--- config.mk ---
export PLATFORM = sky130hd
export DESIGN_NAME = ram_port_arbiter
export DESIGN_NICKNAME = d
export VERILOG_FILES = /design/src/rtl/ram_port_arbiter.sv
export SDC_FILE = /design/constraint.sdc
export NUM_CORES = 1
export LEC_CHECK = 0
export CORE_ASPECT_RATIO = 0.6
export CORE_MARGIN = 4
export CORE_UTILIZATION = 49
export CTS_CLUSTER_DIAMETER = 50
export DETAILED_ROUTE_END_ITERATION = 8
export PLACE_DENSITY = 0.85
export SLEW_MARGIN = 10
export SYNTH_ARGS = -nofsm -noshare
export SYNTH_HDL_FRONTEND = slang
export SYNTH_SLANG_ARGS = --single-unit
--- constraint.sdc ---
create_clock -name i_clk -period 4.4 [get_ports i_clk]
set_input_delay 1.1 -clock i_clk [delete_from_list [all_inputs] [get_ports i_clk]]
set_output_delay 1.1 -clock i_clk [all_outputs]
set_load 0.05 [all_outputs]
--- src/rtl/ram_port_arbiter.sv ---
// Two-requester arbiter for the single-port data RAM: each access is a fixed-length
// transaction, with round-robin or fixed priority, locked bursts and a lock limit.
module ram_port_arbiter #(
    parameter int unsigned ADDR_W        = 5,
    parameter int unsigned DATA_W        = 8,
    parameter int unsigned ACC_CYC       = 2,
    parameter int unsigned PRIORITY_MODE = 0,
    parameter int unsigned MAX_LOCK      = 4
) (
    input  logic              i_clk,
    input  logic              i_rst_n,
    input  logic              i_req0,
    input  logic              i_req1,
    input  logic              i_lock0,
    input  logic              i_lock1,
    input  logic              i_we0,
    input  logic              i_we1,
    input  logic [ADDR_W-1:0] i_addr0,
    input  logic [ADDR_W-1:0] i_addr1,
    input  logic [DATA_W-1:0] i_wdata0,
    input  logic [DATA_W-1:0] i_wdata1,
    output logic              o_gnt0,
    output logic              o_gnt1,
    output logic              o_ack0,
    output logic              o_ack1,
    output logic [DATA_W-1:0] o_rdata0,
    output logic [DATA_W-1:0] o_rdata1,
    output logic              o_ram_cs,
    output logic              o_ram_oe,
    output logic              o_ram_we,
    output logic [ADDR_W-1:0] o_ram_addr,
    output logic [DATA_W-1:0] o_ram_wdata,
    input  logic [DATA_W-1:0] i_ram_rdata,
    output logic              o_busy
);

    localparam int unsigned     CNT_W    = 4;
    localparam logic [CNT_W-1:0] LAST_CYC = CNT_W'(ACC_CYC - 1);
    localparam logic [CNT_W-1:0] LOCK_MAX = CNT_W'(MAX_LOCK);
    localparam logic            WE_FIRST = (LAST_CYC == '0);

    typedef enum logic [1:0] {
        ST_IDLE,
        ST_ACCESS,
        ST_DONE
    } state_t;

    state_t              r_state, w_state_nxt;
    logic [CNT_W-1:0]    r_cyc, w_cyc_nxt, w_cyc_inc;
    logic [CNT_W-1:0]    r_lock_cnt, w_lock_nxt;
    logic                r_last, w_last_nxt;     // 1: R1 was granted last
    logic                r_force, w_force_nxt;   // loser of a forced lock release wins the next tie
    logic                r_owner, w_owner_nxt;   // 1: R1 owns the transaction
    logic                r_we, w_we_nxt;
    logic [ADDR_W-1:0]   r_addr, w_addr_nxt;
    logic [DATA_W-1:0]   r_wdata, w_wdata_nxt;
    logic [1:0]          r_gnt, w_gnt_nxt;
    logic [1:0]          r_ack, w_ack_nxt;
    logic [DATA_W-1:0]   r_rdata0, w_rdata0_nxt;
    logic [DATA_W-1:0]   r_rdata1, w_rdata1_nxt;
    logic                r_ram_cs, w_ram_cs_nxt;
    logic                r_ram_oe, w_ram_oe_nxt;
    logic                r_ram_we, w_ram_we_nxt;
    logic                r_busy, w_busy_nxt;

    logic                w_pick1;
    logic                w_sel_we, w_own_we, w_own_req, w_own_lock, w_oth_req, w_lock_ok;
    logic [ADDR_W-1:0]   w_sel_addr, w_own_addr;
    logic [DATA_W-1:0]   w_sel_wdata, w_own_wdata;

    // Tie goes to the requester not granted last, unless fixed priority with no pending forced release.
    assign w_pick1 = (i_req0 && i_req1) ? (((PRIORITY_MODE == 0) || r_force) ? ~r_last : 1'b0)
                                        : i_req1;

    assign w_sel_we    = w_pick1 ? i_we1    : i_we0;
    assign w_sel_addr  = w_pick1 ? i_addr1  : i_addr0;
    assign w_sel_wdata = w_pick1 ? i_wdata1 : i_wdata0;

    assign w_own_we    = r_owner ? i_we1    : i_we0;
    assign w_own_addr  = r_owner ? i_addr1  : i_addr0;
    assign w_own_wdata = r_owner ? i_wdata1 : i_wdata0;
    assign w_own_req   = r_owner ? i_req1   : i_req0;
    assign w_own_lock  = r_owner ? i_lock1  : i_lock0;
    assign w_oth_req   = r_owner ? i_req0   : i_req1;
    assign w_lock_ok   = w_own_lock && w_own_req && ((r_lock_cnt < LOCK_MAX) || !w_oth_req);
    assign w_cyc_inc   = r_cyc + CNT_W'(1);

    // Next-state and next-output logic
    always_comb begin
        w_state_nxt  = r_state;
        w_cyc_nxt    = r_cyc;
        w_lock_nxt   = r_lock_cnt;
        w_last_nxt   = r_last;
        w_force_nxt  = r_force;
        w_owner_nxt  = r_owner;
        w_we_nxt     = r_we;
        w_addr_nxt   = r_addr;
        w_wdata_nxt  = r_wdata;
        w_gnt_nxt    = r_gnt;
        w_ack_nxt    = 2'b00;
        w_rdata0_nxt = r_rdata0;
        w_rdata1_nxt = r_rdata1;
        w_ram_cs_nxt = 1'b0;
        w_ram_oe_nxt = 1'b0;
        w_ram_we_nxt = 1'b0;

        case (r_state)
            ST_IDLE: begin
                if (i_req0 || i_req1) begin
                    w_state_nxt  = ST_ACCESS;
                    w_cyc_nxt    = '0;
                    w_owner_nxt  = w_pick1;
                    w_we_nxt     = w_sel_we;
                    w_addr_nxt   = w_sel_addr;
                    w_wdata_nxt  = w_sel_wdata;
                    w_gnt_nxt    = w_pick1 ? 2'b10 : 2'b01;
                    w_force_nxt  = 1'b0;
                    w_ram_cs_nxt = 1'b1;
                    w_ram_oe_nxt = !w_sel_we;
                    w_ram_we_nxt = w_sel_we && WE_FIRST;
                end
            end
            ST_ACCESS: begin
                if (r_cyc == LAST_CYC) begin
                    w_state_nxt = ST_DONE;
                    w_ack_nxt   = r_owner ? 2'b10 : 2'b01;
                    if (!r_we) begin
                        if (r_owner) w_rdata1_nxt = i_ram_rdata;
                        else         w_rdata0_nxt = i_ram_rdata;
                    end
                end else begin
                    w_cyc_nxt    = w_cyc_inc;
                    w_ram_cs_nxt = 1'b1;
                    w_ram_oe_nxt = !r_we;
                    w_ram_we_nxt = r_we && (w_cyc_inc == LAST_CYC);
                end
            end
            ST_DONE: begin
                if (w_lock_ok) begin
                    w_state_nxt  = ST_ACCESS;
                    w_cyc_nxt    = '0;
                    w_we_nxt     = w_own_we;
                    w_addr_nxt   = w_own_addr;
                    w_wdata_nxt  = w_own_wdata;
                    w_ram_cs_nxt = 1'b1;
                    w_ram_oe_nxt = !w_own_we;
                    w_ram_we_nxt = w_own_we && WE_FIRST;
                    if (r_lock_cnt < LOCK_MAX) w_lock_nxt = r_lock_cnt + CNT_W'(1);
                end else begin
                    w_state_nxt = ST_IDLE;
                    w_gnt_nxt   = 2'b00;
                    w_lock_nxt  = '0;
                    w_last_nxt  = r_owner;
                    w_force_nxt = w_own_lock && w_own_req;
                end
            end
            default: begin
                w_state_nxt = ST_IDLE;
                w_gnt_nxt   = 2'b00;
            end
        endcase

        w_busy_nxt = (w_state_nxt != ST_IDLE);
    end

    // State and registered outputs
    always_ff @(posedge i_clk or negedge i_rst_n) begin
        if (!i_rst_n) begin
            r_state    <= ST_IDLE;
            r_cyc      <= '0;
            r_lock_cnt <= '0;
            r_last     <= 1'b1;
            r_force    <= 1'b0;
            r_owner    <= 1'b0;
            r_we       <= 1'b0;
            r_addr     <= '0;
            r_wdata    <= '0;
            r_gnt      <= 2'b00;
            r_ack      <= 2'b00;
            r_rdata0   <= '0;
            r_rdata1   <= '0;
            r_ram_cs   <= 1'b0;
            r_ram_oe   <= 1'b0;
            r_ram_we   <= 1'b0;
            r_busy     <= 1'b0;
        end else begin
            r_state    <= w_state_nxt;
            r_cyc      <= w_cyc_nxt;
            r_lock_cnt <= w_lock_nxt;
            r_last     <= w_last_nxt;
            r_force    <= w_force_nxt;
            r_owner    <= w_owner_nxt;
            r_we       <= w_we_nxt;
            r_addr     <= w_addr_nxt;
            r_wdata    <= w_wdata_nxt;
            r_gnt      <= w_gnt_nxt;
            r_ack      <= w_ack_nxt;
            r_rdata0   <= w_rdata0_nxt;
            r_rdata1   <= w_rdata1_nxt;
            r_ram_cs   <= w_ram_cs_nxt;
            r_ram_oe   <= w_ram_oe_nxt;
            r_ram_we   <= w_ram_we_nxt;
            r_busy     <= w_busy_nxt;
        end
    end

    assign o_gnt0      = r_gnt[0];
    assign o_gnt1      = r_gnt[1];
    assign o_ack0      = r_ack[0];
    assign o_ack1      = r_ack[1];
    assign o_rdata0    = r_rdata0;
    assign o_rdata1    = r_rdata1;
    assign o_ram_cs    = r_ram_cs;
    assign o_ram_oe    = r_ram_oe;
    assign o_ram_we    = r_ram_we;
    assign o_ram_addr  = r_addr;
    assign o_ram_wdata = r_wdata;
    assign o_busy      = r_busy;

endmodule

==> impl_results.md, run 1 <==
- Final #Nets: 302
- Worst Path Buf+Inv: 1
- I/O Pins: 79
- Comb pwr share: 0.590
- Antenna cell count: 0
- Met1 Use GR: 0.221
- Total congestion overflow: 0
- Pre-CTS setup slack: 1.26 ns
- Reg2reg setup slack: 2.25 ns
- Die Ht: 61.9 microns
- MaxCap Viol Count: 0
- Dpl hpwl: 3.64 mm
- Worst Skew: 0.00584 ns
- Status: finished clean
- Final Hold Viols: 0
- Fill cells: 310
- GP Congestion: 0.799
- Sw Pwr: 1.25 mW
- First-pass GRT wire length: 7.77 mm
- Seq/Total Area, Yosys: 0.528
- Vias in the first global route: 1613
- Die area: 6050 sq um
- RR Endpoint: o_rdata0[3]$_DFFE_PN0P_
- Post-synthesis register bit count: 50
- Vias: 1649
- Arr. time, crit path: 2.99 ns
- Critical path's slowest cell: mux2i_4
- Int Pwr: 1.46 mW
- Worst r2r path cells: 6
- CP Class: primary input to flip-flop
- Hold_sp: o_rdata0[7]$_DFFE_PN0P_
- Core Region: 4610 sq um
- PortBufs: 78
- Vias/cell: 5.15
- Min-Delay Path Class: flip-flop to flip-flop
- Clock root buffer: clkbuf_8
- CP required: 4.59 ns
- Fin crit share: 0.637
- Post-route minimum period: 2.80 ns
- Critical Path Most Common Cell: mux2_2
- Max Slew Vio Count: 0
- Cells after Synth: 175
- Starting Density: 0.514
- Routed WL per cell: 15.0 microns
- Setup repair bufs after CTS: 0
- Iteration-0 DRC Markers: 61
- Resized cells post-CTS: 0
- Setup-failing EPs final: 0
- Clk slew on worst S/H paths: 0.09 ns
- P per Cell Area: 823 nW/um^2
- Share of post-route cells with drive strength above 1: 0.210
- Global router's overall resource usage: 0.164
- Largest net degree at the start of global routing: 51
- WHS Endpoint: o_rdata0[7]$_DFFE_PN0P_
- Slowest Stage Delay on Critical Path: 0.53 ns
- Share of power burned in registers: 0.311
- Worst-skew pair later-pin latency: 0.30 ns
- Critical-path cell list: clkdlybuf4s50_1 -> a21boi_2 -> mux2i_4 -> mux2_2 -> mux2_2
- Crit path max-delay family: multiplexers
- Slew @ Worst Pin: 0.666 ns
- Clock power frac: 0.100
- Final Non-Filler Cells: 320
- Drt drc: 0
- Clock buffer count from CTS: 5
- Pleak: 1.45 nW
- Area of the mapped netlist: 2370 sq um
- Total power: 2.70 mW
- RSZ-0062 raised after global routing: false
- Synth async-reset ratio: 1.00
- Clk buf depth: 2
- Met3 Use GR: 0.0758
- Average size of a mapped cell: 13.6 sq um
- Post-synth EDFFs: 0
- Max FO, Critical Path: 14
- Sw frac: 0.461
- Ys Warns: 0
- Met2 Use GR: 0.245
- Setup WS post-layout: 1.60 ns
- Cells after DPL: 312
- GRT busiest layer: met2
- Element type at the critical path start: primary input
- Worst slew margin: 0.547
- Drt pass-1 iters: 4
- Reg2reg start: r_cyc[1]$_DFFE_PN0P_
- Netlist cell types: 41
- Initial antenna violation count: 0
- Fmax: 0.357 GHz
- CTS H-Tree Depth: 2
- Levels on crit path: 5
- Die width: 97.8 microns
- CTS tree: done
- Maximum vdd drop: 0.000420 V
- Top_reg_cell synth: dfrtp_1
- Crit. End Element: flip-flop
- Number of hold buffers added after cts: 0
- Hold path cells: 1
- Clk sinks: 50
- Layout area overhead: 38.3%
- Final wirelength: 4.80 mm
- Synth Net Count: 221
- Final setup TNS: 0 ns
- # rows: 19
- Number of antenna-violating nets in the routed design: 0
[through the flow]
step	utilization	hold WS, ns	cell area, sq um
floorplan	-	0.457	2370
global placement	0.691	0.468	3190
detailed placement	0.691	0.477	3190
CTS	0.711	0.496	3280
global route	0.712	0.501	3280
finish	0.712	0.489	3280
[synth_stat cells, drive strengths merged (2+ instances only)]
cell type	count	share of area
nor3	4	0.013
buf	4	0.016
xnor2	2	0.0074
ha	4	0.021
o21ai	5	0.011
dfrtp	49	0.52
and3	3	0.0079
and2	2	0.0063
a211o	3	0.011
nand2	10	0.019
mux2	43	0.23
mux2i	3	0.018
a31oi	4	0.011
o2bb2ai	2	0.0074
nand2b	3	0.011
inv	5	0.0079
nor2	9	0.014
nand3	5	0.011
[state kept, by name, summed over array words and instances (netlist names)]
register	cells
r_we	1
r_last	1
r_gnt	2
o_ram_oe	1
o_ram_addr	5
r_ack	2
r_lock_cnt	4
o_rdata1	8
o_busy	1
o_ram_cs	1
o_ram_we	1
o_ram_wdata	8
o_rdata0	8
r_cyc	4
r_owner	1
r_state	2
[layout by cell type, fill, tap and decap left out, types with 3 or more instances in the layout]
master,netlist,layout
clkdlybuf4s50_1,0,77
dfrtp_1,49,49
mux2_2,19,19
mux2_4,18,18
nand2_1,9,9
nor2_1,9,9
mux2_1,6,6
clkbuf_8,0,6
inv_1,5,5
nand3_1,5,5
o21ai_0,5,5
a31oi_1,4,4
ha_1,4,4
a211o_1,3,3
nor3_1,3,3
and3_1,3,3
[per-layer routing]
layer / wire, microns / vias up
met5: 0 / -
met4: 26 / 0
met3: 462 / 5
met2: 1990 / 61
met1: 2320 / 795
li1: - / 788
[cells by family (layout without fill, tap and decap cells)]
group           after synthesis  count (layout)  share of synthesized area
xor+xnor                      2               2                    0.00739
compound gates               21              21                     0.0649
fa+ha+maj                     4               4                     0.0211
flops                        50              50                      0.528
simple gates                 43              43                      0.104
mux                          46              46                      0.251
buf+inv                       9              91                     0.0243
[cell type report]
type | instances | area (sq um) | share of cell area
clock inverters | 1 | 5.00 | 0.00152
flip-flops and latches | 50 | 1250 | 0.382
clock buffers | 7 | 86.3 | 0.0263
well taps | 63 | 78.8 | 0.0240
inverters | 5 | 18.8 | 0.00572
multi-input cells | 116 | 1060 | 0.324
repair buffers | 78 | 778 | 0.237
[worst reg2reg max path: stages (launching register included)]
cell and delay (ns):
dfrtp_1 0.40, inv_1 0.10, ha_1 0.17, nor3b_1 0.39, nand2_1 0.20, nor3_4 0.38, mux2_2 0.39
[how the worst max path moves through the flow]
stage                     startpoint                         end  slack [ns]
after floorplan               i_req1   o_ram_addr[0]$_DFFE_PN0P_        2.07
after global placement        i_req1  o_ram_wdata[2]$_DFFE_PN0P_        1.32
after detailed placement      i_req1  o_ram_wdata[1]$_DFFE_PN0P_        1.26
after CTS                     i_req1  o_ram_wdata[1]$_DFFE_PN0P_        1.59
after global routing          i_req1  o_ram_wdata[4]$_DFFE_PN0P_        1.52
final                         i_req1  o_ram_wdata[1]$_DFFE_PN0P_        1.60
[power by group through the flow]
stage                     clock, mW  sequential, mW  combinational (mW)
after global placement            0           0.840                1.58
after global routing          0.299           0.870                1.68
final                         0.269           0.839                1.59
after floorplan                   0            1.40               0.563
after CTS                     0.278           0.840                1.61
after detailed placement          0           0.845                1.61
(Power assumes the default switching activity.)
==> inputs of run 2 (changes only) <==
CORE_UTILIZATION = 41   (was 49)
PLACE_DENSITY = 0.76   (was 0.85)
clock period = 2.4 ns   (was 4.4 ns; I/O delays follow)
==> impl_results.md, run 2 (same netlist as run 1, synthesis figures left out) <==
- Status: finished clean
- Clock root buffer: clkbuf_8
- Final setup TNS: 0 ns (unchanged)
- Fin crit share: 0.877
- Crit. End Element: output pin
- Element type at the critical path start: flip-flop
- Total congestion overflow: 0 (unchanged)
- Starting Density: 0.424 (-0.0905)
- Post-place instance area: 3280 sq um (+2.9%)
- Arr. time, crit path: 1.51 ns (-1.48 ns)
- Dpl hpwl: 3.66 mm (+0.43%)
- Final instance area: 3390 sq um (+3.2%)
- I/O Pins: 79 (unchanged)
- Pleak: 1.49 nW (+2.8%)
- Worst slew margin: 0.654 (+0.107)
- Die width: 106 microns (+8.6%)
- PortBufs: 78 (unchanged)
- Die Ht: 66.9 microns (+8.1%)
- Antenna cell count: 0 (unchanged)
- Clk sinks: 50 (unchanged)
- Critical-path cell list: clkdlybuf4s50_1
- Slowest Stage Delay on Critical Path: 0.82 ns (+0.29 ns)
- Largest net degree at the start of global routing: 51 (unchanged)
- Routed WL per cell: 14.0 microns (-6.6%)
- Initial antenna violation count: 0 (unchanged)
- Number of antenna-violating nets in the routed design: 0 (unchanged)
- Worst Path Buf+Inv: 1 (unchanged)
- Multi-input logic area: 1060 sq um (unchanged)
- CP required: 1.80 ns (-2.79 ns)
- Maximum vdd drop: 0.000825 V (+96%)
- Setup repair bufs after CTS: 0 (unchanged)
- Core Region: 5600 sq um (+21%)
- WHS: 0.274 ns (-0.215 ns)
- Vias/cell: 4.83 (-6.4%)
- Clk buf depth: 2 (unchanged)
- Final #Nets: 308 (+2.0%)
- Critical path's slowest cell: clkdlybuf4s50_1
- Fill cells: 466 (+50%)
- # rows: 21 (+2)
- Final Hold Viols: 0 (unchanged)
- Fmax: 0.475 GHz
- Drt drc: 0 (unchanged)
- Most common cell after layout, fill and taps aside: clkdlybuf4s50_1
- Crit path max-delay family: buffers and inverters
- First-pass GRT wire length: 7.75 mm (-0.27%)
- GP Congestion: 0.790 (-1.2%)
- Setup-failing EPs final: 0 (unchanged)
- Total power: 5.08 mW (+88%)
- Share of post-route cells with drive strength above 1: 0.224 (+0.0142)
- Vias: 1655 (+0.36%)
- Min-Delay Path Class: primary input to asynchronous set/reset pin
- Worst Skew: 0.00305 ns (-0.00279 ns)
- Most frequent cells in the layout: clkdlybuf4s50_1 (77), dfrtp_1 (49), mux2_2 (19), mux2_4 (18)
- Clock buffer count from CTS: 5 (unchanged)
- Resized cells post-CTS: 0 (unchanged)
- Iteration-0 DRC Markers: 67 (+9.8%)
- Final wirelength: 4.81 mm (+0.17%)
- RSZ-0062 raised after global routing: false
- Post-route minimum period: 2.11 ns
- Max FO, Critical Path: 3 (-11)
- Global router's overall resource usage: 0.142 (-0.0221)
- MaxCap Viol Count: 0 (unchanged)
- Die area: 7110 sq um (+17%)
- Drt pass-1 iters: 4 (unchanged)
- CTS tree: done
- Max Slew Vio Count: 0 (unchanged)
- CTS H-Tree Depth: 2 (unchanged)
- Number of hold buffers added after cts: 0 (unchanged)
- Worst-skew pair later-pin latency: 0.30 ns (about the same)
- Slew @ Worst Pin: 0.518 ns (-0.148 ns)
- Clk slew on worst S/H paths: 0.08 ns (about the same)
- Vias in the first global route: 1609 (-0.25%)
- Seq. cell area: 1250 sq um (unchanged)
- Layout area overhead: 42.7%
- CP Class: flip-flop to output pin
- P per Cell Area: 1500 nW/um^2 (+82%)
## run 2: changes by cell type in the layout (fill, tap and decap cells not counted)
cell,before,now
bufinv_16,0,1
clkbuf_1,1,2
buf_4,1,4
buf_12,0,2
clkbuf_8,6,5
buf_2,0,1
clkinv_2,1,0
## run 2: cell type report
class                      count  share of cell area
multi-input combinational    116               0.314
inverter                       5             0.00554
tap                           80              0.0296
sequential                    50               0.370
timing repair buffer          84               0.250
clock inverter                 1             0.00887
clock buffer                   7              0.0225
## run 2: metrics by stage
stage / cells / utilization / setup WS (ns)
after CTS: 343 / 0.605 / 0.288
after global placement: 335 / 0.586 / 0.0407
after detailed placement: 335 / 0.586 / 0.00352
final: 343 / 0.605 / 0.294
after global routing: 343 / 0.605 / 0.212
after floorplan: 175 / - / 0.573
## run 2: path summary, 6_finish.rpt
path / to / slack [ns] / from / cells after the start
min in group i_clk: o_rdata0[6]$_DFFE_PN0P_ / 0.49 / o_rdata0[6]$_DFFE_PN0P_ / 1
max reg2reg: o_rdata0[4]$_DFFE_PN0P_ / 0.35 / r_cyc[1]$_DFFE_PN0P_ / 6
max: o_gnt0 / 0.29 / r_gnt[0]$_DFFE_PN0P_ / 1
min reg2reg: o_rdata0[6]$_DFFE_PN0P_ / 0.49 / o_rdata0[6]$_DFFE_PN0P_ / 1
min: o_rdata1[6]$_DFFE_PN0P_ / 0.27 / i_rst_n / 2
max in group asynchronous: r_last$_DFFE_PN1P_ / 1.85 / i_rst_n / 2
## run 2: worst reg2reg max path, stage by stage (launching register included)
cell and delay [ns]:
dfrtp_1 0.40, inv_1 0.10, ha_1 0.16, nor3b_1 0.29, nand2_1 0.17, nor3_4 0.41, mux2_2 0.39
## run 2: power breakdown
group	internal (mW)	switching (mW)	leakage [nW]	total, mW
clock	0.312	0.262	0.0524	0.574
sequential	1.25	0.285	0.608	1.53
combinational	1.23	1.74	0.834	2.98
## run 2: layer usage
metal  routed length [microns]  vias up  share of wire  GRT usage
met5                         0        -              0          0
met4                        58        0          0.012     0.0485
met3                       493        7           0.10     0.0600
met2                      1860       66           0.39      0.191
met1                      2400      784           0.50      0.202
li1                          -      798              -          -
